$ cat config.mk
export PLATFORM = sky130hd
export DESIGN_NAME = sopc_mem_arbiter
export DESIGN_NICKNAME = d
export VERILOG_FILES = /design/src/rtl/sopc_mem_pkg.sv /design/src/rtl/mem_arb_ibuf.sv /design/src/rtl/sopc_mem_arbiter.sv
export SDC_FILE = /design/constraint.sdc
export NUM_CORES = 1
export LEC_CHECK = 0
export BUFFER_PORTS_ARGS = -buffer_cell sky130_fd_sc_hd__buf_2
export CORE_MARGIN = 4
export CORE_UTILIZATION = 45
export CTS_CLUSTER_SIZE = 25
export DETAILED_ROUTE_END_ITERATION = 6
export PLACE_DENSITY = 0.69
export SETUP_SLACK_MARGIN = 0.3
export SLEW_MARGIN = 30
export SYNTH_ARGS = -nofsm -noshare
export SYNTH_HDL_FRONTEND = slang
export SYNTH_SLANG_ARGS = --single-unit
$ cat constraint.sdc
create_clock -name clk_i -period 3.2 [get_ports clk_i]
set_clock_uncertainty 0.2 [all_clocks]
set_input_delay 0.32 -clock clk_i [delete_from_list [all_inputs] [get_ports clk_i]]
set_output_delay 0.32 -clock clk_i [all_outputs]
set_load 0.005 [all_outputs]
$ cat src/rtl/sopc_mem_pkg.sv
// Shared types and constants for the SoC byte-RAM arbiter (sopc_mem_arbiter).
package sopc_mem_pkg;

  typedef enum logic [1:0] {
    ST_IDLE = 2'd0,
    ST_RD   = 2'd1,
    ST_WR   = 2'd2
  } arb_state_e;

  localparam logic [1:0] LEN_B = 2'd0;
  localparam logic [1:0] LEN_H = 2'd1;
  localparam logic [1:0] LEN_W = 2'd2;

  localparam logic RAM_RD = 1'b1;
  localparam logic RAM_WR = 1'b0;

  // Byte count of a data access; code 3 behaves as a word, narrow words clip.
  function automatic int unsigned access_bytes(input logic [1:0] len,
                                               input int unsigned word_bytes);
    int unsigned n;
    case (len)
      LEN_B:   n = 1;
      LEN_H:   n = 2;
      LEN_W:   n = word_bytes;
      default: n = word_bytes;
    endcase
    if (n > word_bytes) n = word_bytes;
    return n;
  endfunction

endpackage

$ cat src/rtl/mem_arb_ibuf.sv
// Single-entry instruction buffer: last fetched word and its address tag.
module mem_arb_ibuf #(
  parameter int ADDR_W = 32,
  parameter int DATA_W = 32
) (
  input  logic              clk_i,
  input  logic              rst_i,
  input  logic              fill_i,
  input  logic [ADDR_W-1:0] fill_tag_i,
  input  logic [DATA_W-1:0] fill_data_i,
  input  logic              inval_i,
  input  logic [ADDR_W-1:0] lookup_addr_i,
  output logic              hit_o,
  output logic [DATA_W-1:0] data_o
);

  logic              valid_q;
  logic [ADDR_W-1:0] tag_q;
  logic [DATA_W-1:0] data_q;

  always_ff @(posedge clk_i) begin
    if (rst_i) begin
      valid_q <= 1'b0;
      tag_q   <= '0;
      data_q  <= '0;
    end else if (fill_i) begin
      valid_q <= 1'b1;
      tag_q   <= fill_tag_i;
      data_q  <= fill_data_i;
    end else if (inval_i) begin
      valid_q <= 1'b0;
    end
  end

  assign hit_o  = valid_q && (lookup_addr_i == tag_q);
  assign data_o = data_q;

endmodule

$ cat src/rtl/sopc_mem_arbiter.sv
// Fetch/data arbiter onto a byte-wide single-port RAM; multi-byte accesses are
// serialised little-endian. Optional instruction buffer: SOPC_MEM_ARB_IBUF_EN.
//   state | meaning
//   IDLE  | arbitrate, data channel wins; buffer hits answered here
//   RD    | issue read addresses, collect bytes after RAM_LAT
//   WR    | issue store bytes, ready after the last one
module sopc_mem_arbiter
  import sopc_mem_pkg::*;
#(
  parameter int ADDR_W     = 32,
  parameter int WORD_BYTES = 4,
  parameter int RAM_LAT    = 1
) (
  input  logic                      clk_i,
  input  logic                      rst_i,
  input  logic                      if_req_i,
  input  logic [ADDR_W-1:0]         if_addr_i,
  output logic                      if_ready_o,
  output logic [8*WORD_BYTES-1:0]   if_data_o,
  input  logic                      mem_req_i,
  input  logic                      mem_wr_i,
  input  logic [1:0]                mem_len_i,
  input  logic [ADDR_W-1:0]         mem_addr_i,
  input  logic [8*WORD_BYTES-1:0]   mem_wdata_i,
  output logic [8*WORD_BYTES-1:0]   mem_rdata_o,
  output logic                      mem_ready_o,
  output logic                      ram_en_o,
  output logic                      ram_r_nw_o,
  output logic [ADDR_W-1:0]         ram_addr_o,
  output logic [7:0]                ram_dout_o,
  input  logic [7:0]                ram_din_i
);

  localparam int DATA_W = 8 * WORD_BYTES;
  localparam int CNT_W  = (WORD_BYTES > 1) ? $clog2(WORD_BYTES) : 1;
  localparam logic [CNT_W-1:0] LAST_WORD = CNT_W'(WORD_BYTES - 1);
  localparam logic CH_IF  = 1'b0;
  localparam logic CH_MEM = 1'b1;

  arb_state_e        state_q, state_d;
  logic              chan_q, chan_d;
  logic [ADDR_W-1:0] base_q, base_d;
  logic [CNT_W-1:0]  last_q, last_d;
  logic [DATA_W-1:0] wdata_q, wdata_d;
  logic [CNT_W-1:0]  iss_q, iss_d;
  logic [CNT_W-1:0]  cap_q, cap_d;
  logic [DATA_W-1:0] rbuf_q, rbuf_d;
  logic              ram_en_q, ram_en_d;
  logic              ram_r_nw_q, ram_r_nw_d;
  logic [ADDR_W-1:0] ram_addr_q, ram_addr_d;
  logic [7:0]        ram_dout_q, ram_dout_d;
  logic              if_ready_q, if_ready_d;
  logic              mem_ready_q, mem_ready_d;
  logic [DATA_W-1:0] if_data_q, if_data_d;
  logic [DATA_W-1:0] mem_rdata_q, mem_rdata_d;

  logic [CNT_W-1:0]  iss_nxt;
  logic [DATA_W-1:0] rd_word;
  logic [RAM_LAT-1:0] cap_pipe;
  logic              cap_now;
  logic              ibuf_hit;
  logic [DATA_W-1:0] ibuf_data;

  assign iss_nxt = iss_q + CNT_W'(1);

  // A read byte is captured RAM_LAT-1 cycles after the cycle its address is on the bus.
  assign cap_pipe[0] = (state_q == ST_RD) && ram_en_q;
  genvar gi;
  for (gi = 1; gi < RAM_LAT; gi++) begin : g_lat
    logic stage_q;
    always_ff @(posedge clk_i) begin
      if (rst_i) stage_q <= 1'b0;
      else       stage_q <= cap_pipe[gi-1];
    end
    assign cap_pipe[gi] = stage_q;
  end
  assign cap_now = cap_pipe[RAM_LAT-1];

  always_comb begin
    rd_word = rbuf_q;
    rd_word[{cap_q, 3'b000} +: 8] = ram_din_i;
  end

`ifdef SOPC_MEM_ARB_IBUF_EN
  logic ibuf_fill;
  logic ibuf_inval;
  assign ibuf_fill  = (state_q == ST_RD) && cap_now && (cap_q == last_q) && (chan_q == CH_IF);
  assign ibuf_inval = (state_q == ST_IDLE) && mem_req_i && mem_wr_i;

  mem_arb_ibuf #(
    .ADDR_W (ADDR_W),
    .DATA_W (DATA_W)
  ) u_ibuf (
    .clk_i         (clk_i),
    .rst_i         (rst_i),
    .fill_i        (ibuf_fill),
    .fill_tag_i    (base_q),
    .fill_data_i   (rd_word),
    .inval_i       (ibuf_inval),
    .lookup_addr_i (if_addr_i),
    .hit_o         (ibuf_hit),
    .data_o        (ibuf_data)
  );
`else
  assign ibuf_hit  = 1'b0;
  assign ibuf_data = '0;
`endif

  always_comb begin
    state_d     = state_q;
    chan_d      = chan_q;
    base_d      = base_q;
    last_d      = last_q;
    wdata_d     = wdata_q;
    iss_d       = iss_q;
    cap_d       = cap_q;
    rbuf_d      = rbuf_q;
    ram_en_d    = 1'b0;
    ram_r_nw_d  = RAM_RD;
    ram_addr_d  = ram_addr_q;
    ram_dout_d  = ram_dout_q;
    if_ready_d  = 1'b0;
    mem_ready_d = 1'b0;
    if_data_d   = if_data_q;
    mem_rdata_d = mem_rdata_q;

    unique case (state_q)
      ST_IDLE: begin
        iss_d  = '0;
        cap_d  = '0;
        rbuf_d = '0;
        if (mem_req_i) begin
          chan_d     = CH_MEM;
          base_d     = mem_addr_i;
          last_d     = CNT_W'(access_bytes(mem_len_i, WORD_BYTES) - 1);
          wdata_d    = mem_wdata_i;
          ram_en_d   = 1'b1;
          ram_addr_d = mem_addr_i;
          if (mem_wr_i) begin
            state_d    = ST_WR;
            ram_r_nw_d = RAM_WR;
            ram_dout_d = mem_wdata_i[7:0];
          end else begin
            state_d = ST_RD;
          end
        end else if (if_req_i) begin
          if (ibuf_hit) begin
            if_ready_d = 1'b1;
            if_data_d  = ibuf_data;
          end else begin
            chan_d     = CH_IF;
            base_d     = if_addr_i;
            last_d     = LAST_WORD;
            ram_en_d   = 1'b1;
            ram_addr_d = if_addr_i;
            state_d    = ST_RD;
          end
        end
      end

      ST_RD: begin
        if (ram_en_q && (iss_q != last_q)) begin
          iss_d      = iss_nxt;
          ram_en_d   = 1'b1;
          ram_addr_d = base_q + ADDR_W'(iss_nxt);
        end
        if (cap_now) begin
          rbuf_d = rd_word;
          cap_d  = cap_q + CNT_W'(1);
          if (cap_q == last_q) begin
            state_d = ST_IDLE;
            if (chan_q == CH_MEM) begin
              mem_ready_d = 1'b1;
              mem_rdata_d = rd_word;
            end else begin
              if_ready_d = 1'b1;
              if_data_d  = rd_word;
            end
          end
        end
      end

      ST_WR: begin
        if (iss_q != last_q) begin
          iss_d      = iss_nxt;
          ram_en_d   = 1'b1;
          ram_r_nw_d = RAM_WR;
          ram_addr_d = base_q + ADDR_W'(iss_nxt);
          ram_dout_d = wdata_q[{iss_nxt, 3'b000} +: 8];
        end else begin
          state_d     = ST_IDLE;
          mem_ready_d = 1'b1;
        end
      end

      default: state_d = ST_IDLE;
    endcase
  end

  always_ff @(posedge clk_i) begin
    if (rst_i) begin
      state_q     <= ST_IDLE;
      chan_q      <= CH_IF;
      base_q      <= '0;
      last_q      <= '0;
      wdata_q     <= '0;
      iss_q       <= '0;
      cap_q       <= '0;
      rbuf_q      <= '0;
      ram_en_q    <= 1'b0;
      ram_r_nw_q  <= RAM_RD;
      ram_addr_q  <= '0;
      ram_dout_q  <= '0;
      if_ready_q  <= 1'b0;
      mem_ready_q <= 1'b0;
      if_data_q   <= '0;
      mem_rdata_q <= '0;
    end else begin
      state_q     <= state_d;
      chan_q      <= chan_d;
      base_q      <= base_d;
      last_q      <= last_d;
      wdata_q     <= wdata_d;
      iss_q       <= iss_d;
      cap_q       <= cap_d;
      rbuf_q      <= rbuf_d;
      ram_en_q    <= ram_en_d;
      ram_r_nw_q  <= ram_r_nw_d;
      ram_addr_q  <= ram_addr_d;
      ram_dout_q  <= ram_dout_d;
      if_ready_q  <= if_ready_d;
      mem_ready_q <= mem_ready_d;
      if_data_q   <= if_data_d;
      mem_rdata_q <= mem_rdata_d;
    end
  end

  assign if_ready_o  = if_ready_q;
  assign if_data_o   = if_data_q;
  assign mem_ready_o = mem_ready_q;
  assign mem_rdata_o = mem_rdata_q;
  assign ram_en_o    = ram_en_q;
  assign ram_r_nw_o  = ram_r_nw_q;
  assign ram_addr_o  = ram_addr_q;
  assign ram_dout_o  = ram_dout_q;

endmodule

==> flow_summary_export.csv, run 1 <==
group,metric,value,unit
run_status,status,"finished clean",
synthesis,ys_types,57,
sta,clock.fmax,373,MHz
sta,hold_viol_final,0,
floorplan,die_w,153,um
floorplan,core_area,20400,sq um
routing,wl_met1,11.7,mm
sta,fin_crit,2680,ps
grt,grt_pass1_vias,8267,
synthesis,yosys.area.top_type,"dfxtp_1",
routing,drc,0,
clock_tree,cts_hold_buf,36,
finish,layout.cells.non_filler,1615,
critical_path,crit_slowest_cell,"or3_1",
grt,antenna_found_initial,1,
synthesis,postSynthAreaPerCell,8.50,sq um
grt,globalRouteOverflowTotal,0,
floorplan,start_util,46.3,%
routing,drtPass1Iterations,4,
sta,setup_viol,0,
routing,top_layer,"met4",
critical_path,end_kind,"register",
placed_design,place_inst,1539,
clock_tree,cts.sinks,213,
grt,grt_usage,22.0,%
clock_tree,cts_made_buffers,23,
synthesis,yosys-top-cells-area,"dfxtp_1 (45%), a211oi_1 (8.3%), nor2_1 (7.6%)",
finish,nNetsFinal,1453,
clock_tree,cts_resized,0,
sta,slew_violations,0,
critical_path,cp.required,3430,ps
synthesis,syn_inst,1113,
routing,dr_wl_met3,1.87,mm
grt,grt_pass1_wl,43.7,mm
sta,whs,14.6,ps
sta,worst-slew-pin-transition,866,ps
critical_path,worstSetupPathType,"register to register",
clock_tree,clock_path_buffers,3,
finish,drive_gt1_share,22.6,%
synthesis,synth_most_common_cell,"dfxtp_1",
synthesis,syn_nets,1236,
clock_tree,root_buffer,"clkbuf_16",
finish,fillers,1815,
power_and_ir_drop,leakage,4.88,nW
floorplan,die_area,23400,sq um
power_and_ir_drop,irDropWorstVdd,0.365,mV
placed_design,dpl.hpwl,18.3,mm
floorplan,io_pins,219,
critical_path,path_cells,"inv_1 -> ha_1 -> nor3b_1 -> a2111o_1 -> and2_1 -> or3_1 -> o22ai_2",
routing,vias,8740,
routing,drt_iter0_markers,502,
critical_path,slowest_delay,530,ps
routing,route.met2.wl,12.7,mm
routing,postRouteAntennaNets,0,
sta,final.period_utilization,83.7,%
floorplan,std_cell_rows,52,
floorplan,die_h,153,um
routing,viasPerCell,5.41,
job,maxCapViolations,0,
routing,wl_per_cell,16.6,um
sta,final.setup.tns,0,ps
synthesis,async_reset_ff_share,0,%
clock_tree,cts_tree,"yes",
clock_tree,cts_setup_buffers,0,
synthesis,synth_edf_count,0,
synthesis,synth_top_cell_area_share,45.1,%
finish,area_delta_synth_final,25.8,%
synthesis,synth_seq_area_share,45.1,%
hold_path,hold_class,"input pin to register",
routing,wl,26.8,mm
placed_design,io_buffers,218,
critical_path,crit_fanout,8,
clock_tree,clkTransAtPathRegs,60,ps
clock_tree,cts-htree-levels,1,
grt,grt_max_degree,88,
synthesis,yosysWarnings,0,
synthesis,synth-seq-cells,213,
synthesis,synth_top_flop_cell,"dfxtp_1",
synthesis,netlist_top_cells_count,"dfxtp_1 (213), nor2_1 (191), a21oi_1 (124)",
placed_design,gp_congestion,0.883,
sta,grt_setup_unrepaired,"false",
clock_tree,clk_latency,500,ps
critical_path,start_kind,"register",
critical_path,critPathArrivalTime,2910,ps
power_and_ir_drop,p_per_area,635,nW/um^2
sta,relSlewSlack,41.4,%
synthesis,syn_area,9460,sq um
[per-layer routing]
layer  vias to the layer above  track usage (%)
li1                       4371                -
met1                      4075             29.6
met2                       253             36.3
met3                        41             4.50
met4                         0             5.60
met5                         -                0
[area by class of cell]
type | instances | area, sq um | area share, %
Antenna cell | 1 | 2.50 | 0.0210
Clock buffer | 36 | 694 | 5.83
Clock inverter | 3 | 43.8 | 0.368
Inverter | 14 | 52.6 | 0.441
Multi-Input combinational cell | 800 | 4830 | 40.6
Sequential cell | 213 | 4260 | 35.8
Tap cell | 270 | 338 | 2.84
Timing Repair Buffer | 278 | 1680 | 14.1
[state kept, by name, summed over array words and instances (netlist names), 2 cells and up]
name / flops
wdata_q: 32
base_q: 32
last_q: 2
cap_q: 2
iss_q: 2
state_q: 2
ram_addr_o: 32
mem_rdata_o: 32
if_data_o: 32
ram_dout_o: 8
rbuf_q: 32
[cell usage in the layout, fill, tap and decap left out, types with 9 or more instances in the layout]
cell type	n
a211oi_1	105
xnor2_1	11
ha_1	11
clkbuf_16	23
dfxtp_1	213
nor2b_1	32
inv_1	14
dlygate4sd3_1	36
nor2_1	189
mux2i_1	48
buf_2	217
nand2_1	118
nor3_1	9
buf_4	21
o21ai_0	10
nand3_1	15
xor2_1	12
a21oi_1	123
[stage by stage]
step	area [sq um]	power, mW	util (%)	setup slack [ps]
after detailed placement	10800	4.96	52.9	551
after global placement	10800	4.92	52.8	323
after floorplan	9460	4.34	-	475
after global routing	11900	7.96	58.3	304
final	11900	7.56	58.3	521
after CTS	11900	7.61	58.3	519
[cells by family (layout without fill, tap and decap cells)]
logic type	count (synthesis)	in the layout	synth area share (%)
AND/OR/NAND/NOR	421	421	19.9
adder cells (fa/ha/maj)	12	12	1.67
XOR/XNOR	23	23	2.13
other	0	1	0
flip-flops	213	213	45.1
multiplexers	57	57	7.14
buffers and inverters	100	331	4.15
AO/OA/AOI/OAI	287	287	19.9
[power by group]
| group | leakage (nW) | switching (mW) | internal [mW] |
|---|---|---|---|
| Sequential | 1.74 | 0.227 | 2.96 |
| Combinational | 2.78 | 1.02 | 0.730 |
| Clock | 0.363 | 1.05 | 1.56 |
[worst max-delay path, delay by kind of cell (launching register included)]
family,cells,cell delay (ps)
flip-flops,1,380
buffers and inverters,1,90
AND/OR/NAND/NOR,3,970
adder cells (fa/ha/maj),1,290
AO/OA/AOI/OAI,2,680
[worst paths after layout]
check	start	to	slack, ps	cells after the start
max reg2reg	state_q[0]	ram_addr_o[29]	520	7
min reg2reg	ram_addr_o[7]	ram_addr_o[7]	250	2
min	if_addr_i[27]	base_q[27]	10	3
max	state_q[0]	ram_addr_o[29]	520	7
(Power assumes the default switching activity.)
==> inputs of run 2 (changes only) <==
clock period = 2.78 ns   (was 3.2 ns; I/O delays follow)
==> run 2 against run 1 <==
  * Utilization rose by 2.4 points
  * Critical endpoint is now ram_addr_o[22]
  * Total power rose by 21%
  * Largest cell class unchanged
  * Combinational power rose by 21%
  * Critical path type unchanged
  * First-iteration DRC count rose by 8.6%
  * Final area rose by 4.1%
  * Final cell count rose by 2.3%
  * Global-route usage rose by 0.083 points
  * The run now ends with negative hold slack left
==> flow_summary_export.csv, run 2 (synthesized netlist as in run 1, its figures left out) <==
group,metric,value,unit
run_status,status,"finished with violations",
run_status,violations,"negative hold slack",
placed_design,gp_congestion,0.845,
placed_design,io_buffers,218,
sta,hold_viol_final,1,
floorplan,std_cell_rows,52,
clock_tree,cts_tree,"yes",
grt,grt_pass1_vias,8414,
clock_tree,clk_latency,510,ps
clock_tree,cts_made_buffers,24,
sta,grt_setup_unrepaired,"true",
power_and_ir_drop,leakage,5.10,nW
sta,relSlewSlack,55.3,%
placed_design,dpl.hpwl,18.2,mm
clock_tree,clkTransAtPathRegs,60,ps
finish,layout.cells.non_filler,1652,
grt,busiest_layer,"met2",
sta,setup_viol,0,
sta,final.setup.tns,0,ps
grt,grtUsageMet1,29.4,%
routing,drtPass1Iterations,5,
finish,layout_commonest_cell,"buf_2",
floorplan,die_w,153,um
finish,final_cell_mix,"buf_2 (217), dfxtp_1 (211), nor2_1 (189), a21oi_1 (122), nand2_1 (117)",
critical_path,r2r_cells,7,
floorplan,start_util,46.3,%
grt,grt_usage,22.1,%
sta,fin_crit,2450,ps
critical_path,worstSetupPathType,"register to register",
critical_path,critPathArrivalTime,2630,ps
grt,met3_usage,4.16,%
routing,vias,8815,
critical_path,crit_fanout,8,
hold_path,min_from,"mem_addr_i[23]",
job,maxCapViolations,0,
routing,wl,27.1,mm
critical_path,reg2reg_to,"ram_addr_o[22]",
sta,whs,-2.39,ps
power_and_ir_drop,clkPwrFrac,36.5,%
clock_tree,cts_setup_buffers,0,
grt,grt_pass1_wl,44.0,mm
floorplan,io_pins,219,
routing,viasPerCell,5.34,
sta,final.period_utilization,88.0,%
power_and_ir_drop,swShare,29.6,%
finish,utilization,60.7,%
routing,drt_iter0_markers,545,
clock_tree,clock_path_buffers,3,
placed_design,place_inst,1548,
hold_path,hold_class,"input pin to register",
power_and_ir_drop,p_comb_share,23.2,%
grt,globalRouteOverflowTotal,0,
sta,slew_violations,0,
routing,wl_per_cell,16.4,um
hold_path,hold_depth,4,
grt,antenna_found_initial,2,
finish,nNetsFinal,1486,
critical_path,reg2reg_from,"iss_q[1]",
floorplan,core_area,20400,sq um
sta,worst-slew-pin-transition,671,ps
critical_path,cp.required,2960,ps
power_and_ir_drop,internal_power,6.41,mW
power_and_ir_drop,p_sw,2.70,mW
finish,area_delta_synth_final,31.0,%
hold_path,worst_hold_path.endpoint,"ram_addr_o[23]",
finish,drive_gt1_share,23.8,%
floorplan,die_h,153,um
clock_tree,cts.sinks,213,
floorplan,die_area,23400,sq um
grt,grt_max_degree,113,
critical_path,end_kind,"register",
power_and_ir_drop,seqPwrFrac,40.4,%
power_and_ir_drop,irDropWorstVdd,0.479,mV
routing,drc,0,
routing,postRouteAntennaNets,0,
clock_tree,cts-htree-levels,1,
finish,fillers,1838,
critical_path,start_kind,"register",
power_and_ir_drop,finalPower,9.11,mW
power_and_ir_drop,p_per_area,735,nW/um^2
clock_tree,root_buffer,"clkbuf_16",
critical_path,r2r_slack,330,ps
grt,met2_usage,37.3,%
sta,clock.fmax,409,MHz
run 2: cell count changes in the layout (fill, tap and decap cells not counted), moves of 2 or more:
cell           delta
dfxtp_2           +2
buf_4             +5
or3_4             +2
dlygate4sd3_1    +23
clkbuf_8          +3
or3_1             -2
clkbuf_16         +2
buf_12            +2
dfxtp_1           -2
buf_6             +2
clkbuf_1          -2
run 2: cell type report:
type | count | area (sq um) | share of cell area [%]
antenna | 2 | 5.00 | 0.0404
timing repair buffer | 310 | 2010 | 16.2
clock buffer | 39 | 778 | 6.28
clock inverter | 4 | 72.6 | 0.586
multi-input combinational | 800 | 4880 | 39.3
inverter | 14 | 52.6 | 0.424
sequential | 213 | 4270 | 34.4
tap | 270 | 338 | 2.73
run 2: per-layer routing:
layer | wire [um] | share of wire [%]
met1 | 11900 | 44
met2 | 13200 | 49
met3 | 1590 | 5.9
met4 | 426 | 1.6
met5 | 0 | 0
run 2: critical path, stage by stage (launching register included):
cell and delay [ps]:
dfxtp_1 390, xor2_2 210, fa_2 300, and4_2 310
nand2_2 140, o31a_1 310, o311ai_0 340, a21oi_1 110
run 2: what timing repair did:
action                                  4_1_cts  5_1_grt
endpoints found under the setup margin        8       19
hold buffers                                 59        0
endpoints found under the hold margin        56        0
gates resized for setup                       2        8
run 2: metrics by stage:
stage                     cell area [sq um]  hold slack, ps  worst slack (ps)
after global routing                  12400            2.76               256
after global placement                10900             235               163
after floorplan                        9490             214               314
after detailed placement              10900             244               236
final                                 12400           -2.39               332
after CTS                             12400           0.651               289
run 2: how the worst max path moves through the flow:
stage / startpoint / end / slack (ps) / depth (start not counted)
after floorplan: state_q[0] / ram_addr_o[25] / 310 / 10
after detailed placement: iss_q[0] / ram_addr_o[22] / 240 / 8
after global routing: iss_q[1] / ram_addr_o[22] / 260 / 7
after global placement: cap_q[0] / if_data_o[1] / 160 / 5
final: iss_q[1] / ram_addr_o[22] / 330 / 7
after CTS: iss_q[0] / ram_addr_o[22] / 290 / 8
run 2: power by group through the flow:
stage | Sequential (mW) | Clock [mW] | Combinational (mW)
floorplan | 3.70 | 0 | 1.31
global placement | 3.73 | 0 | 1.99
detailed placement | 3.74 | 0 | 2.02
CTS | 3.68 | 3.38 | 2.11
global route | 3.73 | 3.51 | 2.33
finish | 3.68 | 3.32 | 2.11
